===== config.mk =====
export PLATFORM = sky130hd
export DESIGN_NAME = inst_queue
export DESIGN_NICKNAME = d
export VERILOG_FILES = /design/src/rtl/inst_queue.sv
export SDC_FILE = /design/constraint.sdc
export NUM_CORES = 1
export LEC_CHECK = 0
export CAP_MARGIN = 20
export CELL_PAD_IN_SITES_DETAIL_PLACEMENT = 0
export CELL_PAD_IN_SITES_GLOBAL_PLACEMENT = 1
export CORE_UTILIZATION = 55
export CTS_BUF_LIST = sky130_fd_sc_hd__clkbuf_4
export CTS_CLUSTER_DIAMETER = 30
export DETAILED_ROUTE_END_ITERATION = 16
export GPL_ROUTABILITY_DRIVEN = 0
export GPL_TIMING_DRIVEN = 1
export MAX_ROUTING_LAYER = met4
export PLACE_DENSITY_LB_ADDON = 0.1
export SYNTH_ARGS = -nofsm -noshare
export SYNTH_HDL_FRONTEND = slang
export SYNTH_SLANG_ARGS = --single-unit

===== constraint.sdc =====
create_clock -name clk -period 19.15 [get_ports clk]
set_input_delay 1.915 -clock clk [delete_from_list [all_inputs] [get_ports clk]]
set_output_delay 1.915 -clock clk [all_outputs]
set_load 0.005 [all_outputs]

===== src/rtl/inst_queue.sv =====
// inst_queue: in-order decoded-instruction FIFO between decode and dispatch, flushed on squash.
// Optional IQ_BYPASS_EN: an empty queue forwards in_pack_i straight to out_pack_o in the same cycle.
package iq_pkg;
    typedef struct packed {
        logic [31:0] pc;
        logic [31:0] inst;
        logic [4:0]  rd;
        logic [4:0]  rs1;
        logic [4:0]  rs2;
        logic [2:0]  fu;
        logic        imm_valid;
    } DECODED_PACK;
endpackage

module inst_queue
    import iq_pkg::*;
#(
    parameter int unsigned DEPTH    = 8,
    parameter int unsigned AFULL_TH = 2
) (
    input  logic                     clk,
    input  logic                     reset,
    input  logic                     squash_i,
    input  logic                     in_valid_i,
    input  DECODED_PACK              in_pack_i,
    output logic                     in_ready_o,
    output logic                     out_valid_o,
    output DECODED_PACK              out_pack_o,
    input  logic                     out_ready_i,
    output logic [$clog2(DEPTH):0]   count_o,
    output logic                     almost_full_o
);
    localparam int unsigned AW = $clog2(DEPTH);
    localparam int unsigned PW = AW + 1;

    // Pointers carry an extra wrap bit so full and empty are distinguishable.
    logic [PW-1:0] head_q, head_d, tail_q, tail_d, free;
    DECODED_PACK   mem_q [DEPTH];
    logic          empty, full, bypass, enq, deq;

    always_comb begin
        empty  = head_q == tail_q;
        full   = (head_q[AW-1:0] == tail_q[AW-1:0]) && (head_q[AW] != tail_q[AW]);
`ifdef IQ_BYPASS_EN
        bypass = empty && in_valid_i && !squash_i;
`else
        bypass = 1'b0;
`endif
        deq    = !empty && out_ready_i && !squash_i;
        // A bypassed entry that is consumed immediately never touches storage.
        enq    = in_valid_i && !full && !squash_i && !(bypass && out_ready_i);
        head_d = (reset || squash_i) ? '0 : head_q + PW'(deq);
        tail_d = (reset || squash_i) ? '0 : tail_q + PW'(enq);
    end

    assign in_ready_o    = !full;
    assign out_valid_o   = !empty || bypass;
    assign out_pack_o    = !empty ? mem_q[head_q[AW-1:0]] : bypass ? in_pack_i : '0;
    assign count_o       = tail_q - head_q;
    assign free          = PW'(DEPTH) - count_o;
    assign almost_full_o = 32'(free) <= AFULL_TH;

    always_ff @(posedge clk) begin
        head_q <= head_d;
        tail_q <= tail_d;
        if (enq) mem_q[tail_q[AW-1:0]] <= in_pack_i;
    end
endmodule

==> results of run 1 <==
[kinds of logic (layout without fill, tap and decap cells)]
kind of cell | Yosys count | count (layout)
AOI/OAI and AO/OA | 168 | 168
buffers and inverters | 91 | 499
DFF | 672 | 672
xor gates and xnor gates | 8 | 8
other | 0 | 10
adders and majority gates | 10 | 10
and+or+nand+nor | 122 | 122
muxes | 333 | 333
[state kept, by name, summed over array words and instances (netlist names)]
signal  flops
head_q      4
tail_q      4
mem_q     664
[Yosys cell counts]
master,instances
edfxtp_1,664
mux2i_1,333
a22oi_1,83
a221oi_2,50
nand2_2,50
nand2_1,40
a221oi_1,34
clkbuf_1,29
buf_2,25
buf_4,18
ha_1,9
nor2_1,9
dfxtp_1,8
inv_1,7
and2_1,6
buf_12,6
nor3_1,6
xor2_1,4
buf_1,3
buf_6,3
nand2b_1,3
xnor2_1,3
nand3_1,2
nand4_1,2
nor2b_1,2
a41oi_1,1
and3b_1,1
fa_1,1
or3_1,1
xor2_2,1
[cell usage in the layout, fill, tap and decap left out, types with 7 or more instances in the layout]
master,instances
clkinv_1,34
a22oi_1,83
mux2i_1,333
nand2_2,50
bufinv_16,8
dfxtp_1,7
a221oi_1,34
diode_2,10
edfxtp_1,664
ha_1,9
nor2_4,8
buf_4,24
nand2_1,40
inv_1,7
clkdlybuf4s50_1,177
a221oi_2,50
clkbuf_4,235
[worst max-delay path: cells and delay by family (launching register included)]
family / cells / cell delay (ns)
buffers and inverters: 4 / 3.21
AND/OR/NAND/NOR: 1 / 0.08
multiplexers: 1 / 0.17
flip-flops: 1 / 0.66
AO/OA/AOI/OAI: 2 / 0.56
[worst paths after layout]
kind                                start  slack, ns              to  cells past startpoint
worst max-delay path            head_q[0]      11.53  out_pack_o[71]                      8
worst min-delay path            head_q[3]       0.60       head_q[3]                      2
worst max register to register  head_q[0]      15.12    mem_q[7][47]                      5
worst min register to register  head_q[3]       0.60       head_q[3]                      2
[per-layer routing]
metal | up-vias | track usage, % | wire [um]
met3 | 73 | 6.25 | 2870
met5 | - | - | 0
met4 | 0 | 9.41 | 1020
li1 | 6389 | - | -
met1 | 6915 | 28.3 | 23000
met2 | 345 | 38.1 | 27800
[area by class of cell]
class / instances / area, um^2
fillers: 3417 / 16600
multi-input cells: 641 / 5940
well taps: 615 / 769
diodes: 10 / 25.0
clock buffers: 235 / 1760
flip-flops and latches: 672 / 20100
inverters: 7 / 26.3
clock inverters: 54 / 433
repair buffers: 203 / 1990
[power by group through the flow]
stage	combinational, uW	sequential (uW)	clock, uW
floorplan	31.1	1660	0
finish	83.0	1630	1220
global placement	82.0	1660	0
global route	90.2	1630	1320
CTS	84.1	1630	1250
detailed placement	83.7	1660	0
[per-stage QoR]
| stage | instance area, um^2 | util [%] | setup slack (ns) | hold slack [ns] |
|---|---|---|---|---|
| finish | 31100 | 65.2 | 11.53 | 0.600 |
| global route | 31000 | 65.2 | 11.13 | 0.636 |
| CTS | 31000 | 65.1 | 11.29 | 0.598 |
| detailed placement | 28800 | 60.5 | 12.42 | 0.578 |
| global placement | 28800 | 60.5 | 12.44 | 0.580 |
| floorplan | 26500 | - | 10.48 | 0.557 |
==> impl_metrics.yaml, run 1 <==
synthesis:
  synth_fa_ha_area_share_pct: 0.500
  synthSimpleGateAreaFrac_pct: 2.39
  ys_types: 30
  netlist_top_cells_area: "edfxtp_1 75%, mux2i_1 13%, a221oi_2 2.8%"
  synthXorXnorAreaFrac_pct: 0.293
  muxShareOfSynthArea_pct: 12.6
  syn-mean-instance-area_um2: 18.9
  synth_seq_area_share_pct: 75.8
  synth-seq-cells: 672
  synth_area_leader_cell: "edfxtp_1"
  synth_nets: 1502
  syn_inst: 1404
  synth_top_family_by_area: "multiplexers"
  synth_top_area_share_pct: 75.2
  synth_warnings: 0
  synth_compound_area_share_pct: 6.34
  syn-cell-area_um2: 26500
clocking:
  cts_root_buf: "clkbuf_4"
  clkLatencyLatePin_ns: 0.99
  cts_tree: "yes"
  cts.path.max_buffers: 3
  cts_resized: 0
  htreeDepth: 4
  cts_setup_buffers: 0
  clock-sinks: 672
  cts_hold_buf: 0
  cts_inserted_buffers: 169
  clk_pin_slew_worst_paths_ns: 0.06
critical_path:
  critical_path_class: "reg -> out"
  cp.arrival_ns: 5.70
  crit_path_end_kind: "output pin"
  critPathRequiredTime_ns: 17.24
  critPathMaxStageDelay_ns: 0.95
  crit_chain: "buf_4, buf_4, buf_4, mux2i_1, a22oi_1, nand2_2, a221oi_2, clkdlybuf4s50_1"
  cp_max_fo: 61
  crit_path_frequent_cell: "buf_4"
  cp-start-kind: "flop"
  slowest_stage: "buf_4"
power_and_ir_drop:
  p_total_uw: 2930
  pwr-share-clk_pct: 41.6
  power_density_nw_per_um2: 94.3
  switching_power_uw: 594
  comb_power_share_pct: 2.8
  irDropWorstVdd_mv: 0.0605
  intPower_uw: 2340
  leakage_uw: 0.00932
  pwr-share-seq_pct: 55.6
  swShare_pct: 20.3
routing:
  dr.pass1.iters: 5
  drt-total-wl_um: 54700
  vias_per_cell: 5.63
  vias: 13700
  drc: 0
  ant_nets: 0
  drtIter0Drc: 873
  routedWlPerCell_um: 22.4
cells_and_area:
  drive_above_1_share_pct: 21.9
  syn2layout_area_growth_pct: 17.1
  fin_nets: 1792
  finalNonFillerCells: 2437
floorplan:
  die_x_um: 222
  initial_core_util_pct: 55.7
  core_um2: 47600
  ioPinCount: 178
  placementRows: 80
  die_area_um2: 49100
  die_h_um: 222
place:
  dp_hpwl_um: 26600
  io_buffers: 177
  dp.cells: 2138
global_routing:
  grt_start_max_net_pins: 139
  grt_pass1_vias: 14400
  grt_first_pass_wirelength_um: 82700
  grt_usage_pct: 23.6
  grt_antenna_before_repair: 8
  gr-total-overflow: 0
outcome:
  status: "finished, final reports clean"
job:
  cap_violations: 0
timing:
  rsz0062_at_grt: "false"
  tns_ns: 0
  finalMaxSlewViolations: 0
  maxSlewHeadroom_pct: 24.7
  period_share_pct: 39.8
  period_minus_slack_ns: 7.62
  fin_skew_ns: 0.0491
  worst_pin_slew_ns: 1.13
  clock.fmax_mhz: 131
  hold_viol_final: 0
  setup_viol: 0
worst_hold_path:
  min_path_type: "reg -> reg"
(Power assumes the default switching activity.)
==> run 2: changes to the inputs <==
--- a/config.mk
+++ b/config.mk
@@ -8,7 +8,7 @@
 export CAP_MARGIN = 20
 export CELL_PAD_IN_SITES_DETAIL_PLACEMENT = 0
 export CELL_PAD_IN_SITES_GLOBAL_PLACEMENT = 1
-export CORE_UTILIZATION = 55
+export CORE_UTILIZATION = 53
 export CTS_BUF_LIST = sky130_fd_sc_hd__clkbuf_4
 export CTS_CLUSTER_DIAMETER = 30
 export DETAILED_ROUTE_END_ITERATION = 16
==> constraint.sdc (replaced) <==
create_clock -name clk -period 7.3 [get_ports clk]
set_input_delay 0.73 -clock clk [delete_from_list [all_inputs] [get_ports clk]]
set_output_delay 0.73 -clock clk [all_outputs]
set_load 0.005 [all_outputs]
==> run 2 against run 1 <==
Net effect: total power rose to 2.6 times the previous value; global-route usage shrank 0.65 points; worst setup slack worse by 9.5 ns; non-clock buffer count rose by 1; register-to-register slack worse by 11 ns; flip-flop and latch count is the same; routed wire length about the same; sequential power grew to 2.6 times the previous value; clock power is 150% higher; critical path depth is 1 lower; hold slack worse by 0.15 ns; largest power group unchanged; highest routed layer unchanged.
==> impl_metrics.yaml, run 2 (synthesis results as in run 1) <==
timing:
  tns_ns: 0
  whs_ns: 0.455
  period_minus_slack_ns: 5.29
  fin_skew_ns: 0.0166
  period_share_pct: 72.5
  hold_viol_final: 0
  setup_viol: 0
  maxSlewHeadroom_pct: 25.0
  rsz0062_at_grt: "false"
  timing.final.ws_setup_ns: 2.01
  finalMaxSlewViolations: 0
  clock.fmax_mhz: 189
  worst_pin_slew_ns: 1.12
power_and_ir_drop:
  comb_power_share_pct: 2.9
  switching_power_uw: 1530
  intPower_uw: 5980
  pwr-share-seq_pct: 56.9
  irDropWorstVdd_mv: 0.135
  leakage_uw: 0.00929
  pwr-share-clk_pct: 40.2
  power_density_nw_per_um2: 242
  swShare_pct: 20.4
floorplan:
  placementRows: 81
  ioPinCount: 178
  die_area_um2: 50900
  die_x_um: 226
  die_h_um: 226
  initial_core_util_pct: 53.9
  core_um2: 49200
critical_path:
  crit_chain: "ha_1, inv_1, or3_4, buf_4, nand2_1, a221oi_1, clkdlybuf4s50_1"
  cp.arrival_ns: 4.56
  critical_path_class: "reg -> out"
  cp-start-kind: "flop"
  reg2reg_depth: 9
  path_buf_inv: 3
  slowest_stage: "or3_4"
  critPathMaxStageDelay_ns: 0.77
  cp_max_fo: 51
  critPathTopFamily: "buffers and inverters"
  crit_path_end_kind: "output pin"
  cp.depth: 7
  critPathRequiredTime_ns: 6.57
clocking:
  cts_root_buf: "clkbuf_4"
  clk_pin_slew_worst_paths_ns: 0.06
  cts_hold_buf: 0
  cts.path.max_buffers: 3
  clock-sinks: 672
  cts_setup_buffers: 0
  cts_resized: 0
  cts_inserted_buffers: 171
  htreeDepth: 4
  cts_tree: "yes"
  clkLatencyLatePin_ns: 0.98
global_routing:
  grt_antenna_before_repair: 5
  grt_pass1_vias: 14200
  gr-total-overflow: 0
  grt_first_pass_wirelength_um: 82400
  grt_start_max_net_pins: 135
  grt_usage_pct: 22.9
place:
  dp_hpwl_um: 28500
  pre_cts_ws_ns: 2.94
  io_buffers: 177
  dp.cells: 2188
routing:
  drc: 0
  ant_nets: 0
  routedWlPerCell_um: 22.0
  dr.pass1.iters: 5
  drtIter0Drc: 856
  drt-total-wl_um: 54700
  vias_per_cell: 5.54
  vias: 13800
cells_and_area:
  syn2layout_area_growth_pct: 17.0
  seq_area_um2: 20100
  final_cell_mix: "664 x edfxtp_1, 333 x mux2i_1, 241 x clkbuf_4"
  fin_nets: 1795
  nFillCells: 3614
  multi_input_area_um2: 5940
  largest_reg_flops: 664
  finalNonFillerCells: 2485
  drive_above_1_share_pct: 22.0
  final_common_cell: "edfxtp_1"
outcome:
  status: "finished, final reports clean"
worst_hold_path:
  min_path_type: "in -> reg"
  hold_depth: 2
job:
  cap_violations: 0
run 2: final timing paths:
kind / slack (ns) / to / startpoint
worst max-delay path: 2.01 / out_pack_o[79] / head_q[0]
worst min-delay path: 0.46 / tail_q[2] / reset
worst max register to register: 3.69 / head_q[3] / head_q[0]
worst min register to register: 0.60 / head_q[3] / head_q[3]
run 2: area by class of cell:
class / instances / share of cell area [%]
clock inverters: 48 / 0.871
diodes: 8 / 0.0645
clock buffers: 241 / 5.83
flip-flops and latches: 672 / 64.8
repair buffers: 204 / 6.49
multi-input cells: 641 / 19.2
well taps: 664 / 2.68
inverters: 7 / 0.0847
run 2: power groups by stage:
stage | clock (uW) | combinational (uW) | sequential, uW
2_1_floorplan | 0 | 81.6 | 4360
3_3_place_gp | 0 | 215 | 4350
3_5_place_dp | 0 | 220 | 4360
4_1_cts | 3130 | 222 | 4270
5_1_grt | 3330 | 237 | 4270
6_report | 3020 | 219 | 4270
run 2: stage by stage:
| step | power, uW | util (%) | cell area (um^2) |
|---|---|---|---|
| floorplan | 4440 | - | 26500 |
| global route | 7840 | 63.1 | 31000 |
| CTS | 7620 | 63.1 | 31000 |
| finish | 7510 | 63.1 | 31000 |
| detailed placement | 4580 | 58.8 | 28900 |
| global placement | 4570 | 58.8 | 28900 |
run 2: metal layers:
metal | track usage, % | vias to the layer above | part of all wire (%)
met5 | - | - | 0
met4 | 7.72 | 0 | 1.5
met3 | 6.69 | 69 | 5.9
met2 | 36.1 | 390 | 50
met1 | 28.6 | 6942 | 43
li1 | - | 6371 | -
